==> src/rtl/core_step_pkg.sv <==
// Shared encodings and default sizes for the core step controller.
package core_step_pkg;

    localparam int NUM_CORES_DEF   = 4;
    localparam int SYNC_STAGES_DEF = 2;
    localparam int CNT_W_DEF       = 32;

    typedef enum logic [1:0] {
        MODE_HALT = 2'b00,
        MODE_RUN  = 2'b01,
        MODE_STEP = 2'b10,
        MODE_RSVD = 2'b11
    } mode_e;

    typedef enum logic [1:0] {
        ST_IDLE = 2'b00,
        ST_RUN  = 2'b01,
        ST_ARM  = 2'b10,
        ST_DONE = 2'b11
    } state_e;

    // The reserved mode encoding behaves exactly like HALT.
    function automatic logic is_halt(input logic [1:0] m);
        return (m == MODE_HALT) || (m == MODE_RSVD);
    endfunction

endpackage

==> src/rtl/tick_sync_edge.sv <==
// Synchronizes the divided slow clock into the fast domain and emits a
// one-cycle tick on each synchronized rising edge.
module tick_sync_edge #(
    parameter int SYNC_STAGES = 2
) (
    input  logic clk_i,
    input  logic rst_ni,
    input  logic async_i,
    output logic tick_o
);

    logic [SYNC_STAGES-1:0] sync_q;
    logic                   prev_q;

    always_ff @(posedge clk_i or negedge rst_ni) begin
        if (!rst_ni) begin
            sync_q <= '0;
            prev_q <= 1'b0;
        end else begin
            sync_q <= {sync_q[SYNC_STAGES-2:0], async_i};
            prev_q <= sync_q[SYNC_STAGES-1];
        end
    end

    // Combinational edge so the registered enable lands SYNC_STAGES+1 edges after sampling.
    assign tick_o = sync_q[SYNC_STAGES-1] & ~prev_q;

endmodule

==> src/rtl/core_step_controller.sv <==
// Converts slow-clock ticks into one-cycle core enable pulses with
// run / single-step / halt control, a step budget and a per-core mask.
module core_step_controller
    import core_step_pkg::*;
#(
    parameter int NUM_CORES   = NUM_CORES_DEF,
    parameter int SYNC_STAGES = SYNC_STAGES_DEF,
    parameter int CNT_W       = CNT_W_DEF
) (
    input  logic                 inclk,
    input  logic                 rst_n,
    input  logic                 slow_clk,
    input  logic [1:0]           mode,
    input  logic                 step_req,
    input  logic                 clr_count,
    input  logic [NUM_CORES-1:0] core_mask,
    input  logic [CNT_W-1:0]     step_limit,
    output logic [NUM_CORES-1:0] core_en,
    output logic [CNT_W-1:0]     step_count,
    output logic                 busy,
    output logic                 limit_hit
);

    logic                 tick;
    logic                 issue;
    state_e               state_q, state_d;
    logic [CNT_W-1:0]     count_q, count_d;
    logic [NUM_CORES-1:0] core_en_q;
    logic                 busy_q, limit_hit_q;

    function automatic logic [CNT_W-1:0] sat_inc(input logic [CNT_W-1:0] v);
        return (&v) ? v : v + 1'b1;
    endfunction

    tick_sync_edge #(
        .SYNC_STAGES(SYNC_STAGES)
    ) u_tick (
        .clk_i  (inclk),
        .rst_ni (rst_n),
        .async_i(slow_clk),
        .tick_o (tick)
    );

    always_comb begin
        issue   = tick && (((state_q == ST_RUN) && (mode == MODE_RUN)) ||
                           ((state_q == ST_ARM) && (mode == MODE_STEP)));
        count_d = count_q;
        if (clr_count) begin
            count_d = '0;
        end else if (issue) begin
            count_d = sat_inc(count_q);
        end

        state_d = state_q;
        case (state_q)
            ST_IDLE: begin
                if (mode == MODE_RUN) begin
                    state_d = ST_RUN;
                end else if ((mode == MODE_STEP) && step_req) begin
                    state_d = ST_ARM;
                end
            end
            ST_RUN: begin
                if (mode != MODE_RUN) begin
                    state_d = ST_IDLE;
                end else if (tick && (step_limit != '0) && (count_d >= step_limit)) begin
                    // >= rather than == so a count already past the budget stops on the next tick.
                    state_d = ST_DONE;
                end
            end
            ST_ARM: begin
                if ((mode != MODE_STEP) || tick) begin
                    state_d = ST_IDLE;
                end
            end
            ST_DONE: begin
                if (is_halt(mode)) begin
                    state_d = ST_IDLE;
                end
            end
            default: state_d = ST_IDLE;
        endcase
    end

    always_ff @(posedge inclk or negedge rst_n) begin
        if (!rst_n) begin
            state_q     <= ST_IDLE;
            count_q     <= '0;
            core_en_q   <= '0;
            busy_q      <= 1'b0;
            limit_hit_q <= 1'b0;
        end else begin
            state_q     <= state_d;
            count_q     <= count_d;
            core_en_q   <= issue ? core_mask : '0;
            busy_q      <= (state_d != ST_IDLE);
            limit_hit_q <= (state_d == ST_DONE);
        end
    end

    assign core_en    = core_en_q;
    assign step_count = count_q;
    assign busy       = busy_q;
    assign limit_hit  = limit_hit_q;

endmodule

==> config.mk <==
export PLATFORM = sky130hd
export DESIGN_NAME = core_step_controller
export DESIGN_NICKNAME = d
export VERILOG_FILES = /design/src/rtl/core_step_pkg.sv /design/src/rtl/tick_sync_edge.sv /design/src/rtl/core_step_controller.sv
export SDC_FILE = /design/constraint.sdc
export NUM_CORES = 1
export LEC_CHECK = 0
export BUFFER_PORTS_ARGS = -buffer_cell sky130_fd_sc_hd__clkbuf_2
export CAP_MARGIN = 40
export CORE_MARGIN = 4
export CORE_UTILIZATION = 40
export CTS_CLUSTER_SIZE = 30
export DETAILED_ROUTE_END_ITERATION = 16
export GPL_ROUTABILITY_DRIVEN = 0
export MAX_ROUTING_LAYER = met4
export PLACE_DENSITY_LB_ADDON = 0.3
export SLEW_MARGIN = 5
export SYNTH_ARGS = -nofsm -noshare
export SYNTH_HDL_FRONTEND = slang
export SYNTH_SLANG_ARGS = --single-unit
==> constraint.sdc <==
create_clock -name inclk -period 3.4 [get_ports inclk]
set_clock_uncertainty 0.15 [all_clocks]
set_input_delay 0.68 -clock inclk [delete_from_list [all_inputs] [get_ports inclk]]
set_output_delay 0.68 -clock inclk [all_outputs]
set_load 0.02 [all_outputs]
* After elaboration in Yosys (flattened, before gate mapping) *
Index checks and enable logic that the tools add are counted.

cells by class
  $add $sub $neg = 1
  $mul = 0
  divide/modulo/power cells = 0
  magnitude comparators = 1
  eq/ne operators = 9
  shifts and indexed selects = 0
  multiplexer cells = 11
  bitwise operators = 2
  reductions and logical operators = 14

operator list
  kind                     number
  $mux W32                 3
  $add A32 B1 Y32 const B  1
  $ge A32 B32 Y1           1
  $reduce_and A32 Y1       1
  $reduce_bool A32 Y1      1
  $mux W2                  6
  $eq A2 B2 Y1 const B     5
  $pmux W2 S4              1
  $logic_and A1 B1 Y1      6
  $eq A2 B1 Y1 const B     2
  $logic_not A2 Y1         2
  $mux W4                  1
  $logic_or A1 B1 Y1       3
  $ne A2 B1 Y1 const B     1
  $ne A2 B2 Y1 const B     1
  $reduce_bool A2 Y1       1
  $and A1 B1 Y1            1
  $not A1 Y1               1

storage, ports and cells
  register bits = 43
  bits in latches = 0
  RAM bits = 0
  ROM bits = 0
  input port bits = 43
  word-level logic and storage cells = 45
  memories = 0

* Longest topological paths before layout *
  depth in word-level cells = 12
  depth in mapped cells = 15
  gate-level depth less buffers = 13

* By module *
Synthesis repeated with hierarchy kept, for this count alone.

unflattened totals
  cells, all modules = 350
  area, all modules = 3,151.8 um2

modules (own cells, without submodules)
  module                instances  cells each  area each (um2)  sequential area each (um2)
  core_step_controller  1          346         3,062.9          1,001.0
  tick_sync_edge        1          4           88.8             75.1

* Worst setup path after synthesis *
Ideal clock, no wire load.

  kind = input -> register
  from = input port mode[1]
  to = register state_q[1]
  data arrival time = 3,660 ps
  setup slack = -487 ps
  cell stages on the path = 13
  path buffers = 0
  cells stage by stage = inv_1 -> ha_1 -> and3b_1 -> o211ai_1 -> a2111o_1 -> nor4_1 -> mux2_1 -> ha_1 -> nand4_1 -> or4_1 -> o22ai_1 -> nor3_1 -> a21oi_1

on the way
  longest elaborated chain between the ends = 11
  elaborated cells on any way between the ends = 24

RTL lines
  what                                          RTL line                                                text
  start: declaration                            core_step_controller.sv:13                              input logic [1:0] mode,
  $eq A2 B1 Y1 or $eq A2 B2 Y1 (tied branches)  core_step_controller.sv:45, core_step_controller.sv:46
  $logic_and A1 B1 Y1 (on tied branches)        core_step_controller.sv:45, core_step_controller.sv:46
  $logic_or A1 B1 Y1 *                          core_step_controller.sv:45                              issue = tick && (((state_q == ST_RUN) && (mode == MODE_RUN)) ||
  $logic_and A1 B1 Y1 *                         core_step_controller.sv:45
  $mux W32 *                                    core_step_controller.sv:50                              end else if (issue) begin
  $mux W32 *                                    core_step_controller.sv:48                              if (clr_count) begin
  via count_d[29]                               core_step_controller.sv:27                              logic [CNT_W-1:0] count_q, count_d;
  $ge A32 B32 Y1 *                              core_step_controller.sv:66                              end else if (tick && (step_limit != '0) && (count_d >= step_limit)) begin
  $logic_and A1 B1 Y1 *                         core_step_controller.sv:66
  $mux W2 *                                     core_step_controller.sv:66
  $mux W2 *                                     core_step_controller.sv:64                              if (mode != MODE_RUN) begin
  $pmux W2 S4 *                                 core_step_controller.sv:55                              case (state_q)
  via state_d[1]                                core_step_controller.sv:26                              state_e state_q, state_d;
  end signal: assignment                        core_step_controller.sv:93                              state_q <= state_d;
  end: declaration                              core_step_controller.sv:26

Mark *: on every way through the listed nets, which the timed path passes. The rest lies on a longest branch.

* Worst setup path after layout *
Ends and elaborated chain as after synthesis.

==> flow_metrics.py <==
metrics = {
    "synthesis": {
        "syn_inst": 361,
        "synth-edff-count": 0,
        "synth-async-reset-ratio_pct": 100,
        "ys_warn_count": 0,
        "synth.distinct_cells": 52,
        "ys_seq_elements": 43,
        "synth.net_count": 439,
        "ys.flop_type": "dfrtp_1",
        "yosysSeqAreaShare_pct": 33.6,
        "avgSynthCellArea_um2": 8.86,
        "syn_area_mm2": 0.00320,
    },
    "pwr": {
        "ir_drop_mv": 0.163,
        "p_leak_uw": 0.00229,
        "power_density_mw_per_mm2": 254,
    },
    "timing": {
        "period_share_pct": 102,
        "fmax_mhz": 288,
        "finalMaxSlewViolations": 0,
        "maxSlewHeadroom_pct": 63.3,
        "setup_viol": 2,
        "worst_slack_ns": -0.0723,
        "post-route-min-period_ns": 3.47,
        "hold_slack_ns": 0.186,
        "setup_tns_ns": -0.0807,
        "hold_viol": 0,
        "worst_pin_slew_ns": 0.550,
        "rsz0062_at_grt": "true",
    },
    "global_routing": {
        "grt_usage_pct": 20.2,
        "grt_pass1_wl_mm": 15.2,
        "grt_start_max_net_pins": 24,
        "grt_pass1_vias": 3214,
        "gr-total-overflow": 0,
        "antenna_found_initial": 0,
    },
    "floorplanning": {
        "die_width_um": 97.4,
        "fp.dieH_um": 97.4,
        "ios": 81,
        "rows": 32,
        "fp.dieArea_mm2": 0.00949,
        "start_util_pct": 41.2,
        "core-area_mm2": 0.00777,
    },
    "worst_setup_path": {
        "worst_setup_path_start_kind": "input port",
        "crit_chain": "clkbuf_16 > inv_12 > ha_4 > and3b_2 > o211ai_1 > a2111o_1 > nor4_2 > mux2_2 > ha_1 > nand4_1 > or4_4 > o22ai_2 > nor3_1 > a21oi_1",
        "arrival_ns": 3.56,
        "max_stage_delay_ns": 0.45,
        "cp.required_ns": 3.49,
        "critical-path-slowest-cell": "or4_4",
        "critical_path_class": "in -> reg",
        "path_max_fanout": 5,
        "endpoint_kind": "flip-flop",
        "crit_family": "simple AND/OR/NAND/NOR gates",
        "worstPathBufferInverterCount": 2,
    },
    "layout": {
        "drive_gt1_share_pct": 38.0,
        "nets": 582,
        "fill_cells": 714,
        "area_growth_pct": 38.7,
        "diodes": 0,
        "utilization_pct": 57.1,
        "stdcell_area_mm2": 0.00443,
    },
    "clock_tree": {
        "tritoncts": "yes",
        "cts_hold_repair.buffers": 0,
        "clkSlewWorstSetupHoldPaths_ns": 0.09,
        "cts_made_buffers": 5,
        "clock_sinks": 43,
        "clockBufferDepth": 2,
        "clock-root-buffer": "clkbuf_8",
        "clock_latency_ns": 0.31,
        "cts-htree-levels": 2,
    },
    "status": {
        "violations": "negative setup slack",
        "status": "complete, but fails checks",
    },
    "placed_design": {
        "port_buffers": 80,
        "post-place-ws_ns": -0.598,
        "dp_hpwl_mm": 7.78,
        "place_area_mm2": 0.00423,
    },
    "detailed_routing": {
        "drc": 0,
        "via_count": 3268,
        "final_antenna_net_count": 0,
        "dr.pass1.iters": 4,
        "wl_per_cell_um": 15.4,
        "detail_route.wirelength_mm": 9.35,
        "drt_iter0_drc": 87,
        "viasPerCell": 5.38,
    },
    "run": {
        "max_cap_viol_count": 0,
    },
    "hold_path": {
        "min_path_type": "in -> async",
    },
}
==> final timing paths <==
path | slack [ns] | depth (start not counted) | start | endpoint
worst max-delay path | -0.07 | 14 | mode[1] | state_q[1]
worst min-delay path | 0.19 | 1 | rst_n | core_en[0]
worst max register to register | -0.03 | 11 | step_count[4] | state_q[1]
worst min register to register | 0.20 | 0 | u_tick.sync_q[0] | u_tick.sync_q[1]
max in group asynchronous | 2.18 | 2 | rst_n | step_count[12]
min in group inclk | 0.20 | 0 | u_tick.sync_q[0] | u_tick.sync_q[1]
==> cells in the mapped netlist (all sizes together), types with 3 or more instances <==
library cell	instances	area share, %
nor2	24	2.8
ha	35	14
dfrtp	43	34
o31ai	9	2.1
nor3	5	1.1
nor2b	8	1.6
o21ai	14	2.2
nand2b	4	0.78
nand3	13	2.0
mux2	5	1.8
and2	5	0.98
and3	7	1.4
a21oi	29	4.5
and4	3	0.82
o211ai	3	0.70
clkbuf	5	0.59
nand4	16	4.0
or3	4	0.78
o21a	6	1.4
inv	40	4.7
nor4	11	2.6
xnor2	4	1.1
nand2	24	2.8
buf	4	0.94
or4	12	2.8
==> placed cells by master (no fill, tap or decap), drive strengths merged, types with 3 or more instances in the layout <==
cell / n
nand3: 13
and4: 3
buf: 65
and3: 7
clkbuf: 85
or4: 12
dfrtp: 43
inv: 40
a21oi: 29
nand2b: 4
nand2: 24
nor2b: 8
and2: 5
nor2: 24
o21ai: 14
nor3: 5
mux2: 5
nand4: 16
nor4: 11
o21a: 6
o31ai: 9
o211ai: 3
or3: 4
ha: 35
xnor2: 4
==> state kept, by name, summed over array words and instances (netlist names) <==
| signal | flops |
|---|---|
| limit_hit | 1 |
| step_count | 32 |
| state_q | 2 |
| core_en | 4 |
| u_tick.prev_q | 1 |
| u_tick.sync_q | 2 |
| busy | 1 |
==> kinds of logic after synthesis <==
group | share of synthesized area [%]
adder cells (fa/ha/maj) | 13.7
multiplexers | 2.07
AND/OR/NAND/NOR | 26.6
buffers and inverters | 6.22
flip-flops | 33.6
XOR/XNOR | 1.64
AO/OA/AOI/OAI | 16.1
==> layout make-up <==
type                       instances  area [µm²]  area share [%]
timing repair buffer             145         921            20.8
inverter                          40         165            3.72
clock inverter                     3        43.8           0.988
tap                              102         128            2.88
sequential                        43        1080            24.3
clock buffer                       5        68.8            1.55
multi-input combinational        269        2030            45.8
==> repair_timing <==
action                                 CTS  global route
resized for setup                       13             8
pin swaps                                8             6
setup endpoints to repair                2             2
endpoints found under the hold margin    0             0
buffers inserted                         1             1
==> power breakdown <==
group	switching [µW]	internal (µW)	total [µW]
Sequential	10.6	528	538
Combinational	102	76.7	179
Clock	192	219	411
==> stage by stage <==
step	std cells	total power [µW]
final	607	1130
after global routing	607	1180
after CTS	606	1130
after detailed placement	597	722
after global placement	597	719
after floorplan	361	633
==> metal layers <==
metal,up-vias,global-route usage [%],share of wire (%)
li1,1616,-,-
met1,1555,26.0,46
met2,85,32.9,47
met5,-,-,0
met4,0,5.86,1.8
met3,12,3.45,5.2
No activity file was read; power rests on OpenSTA's default activity.
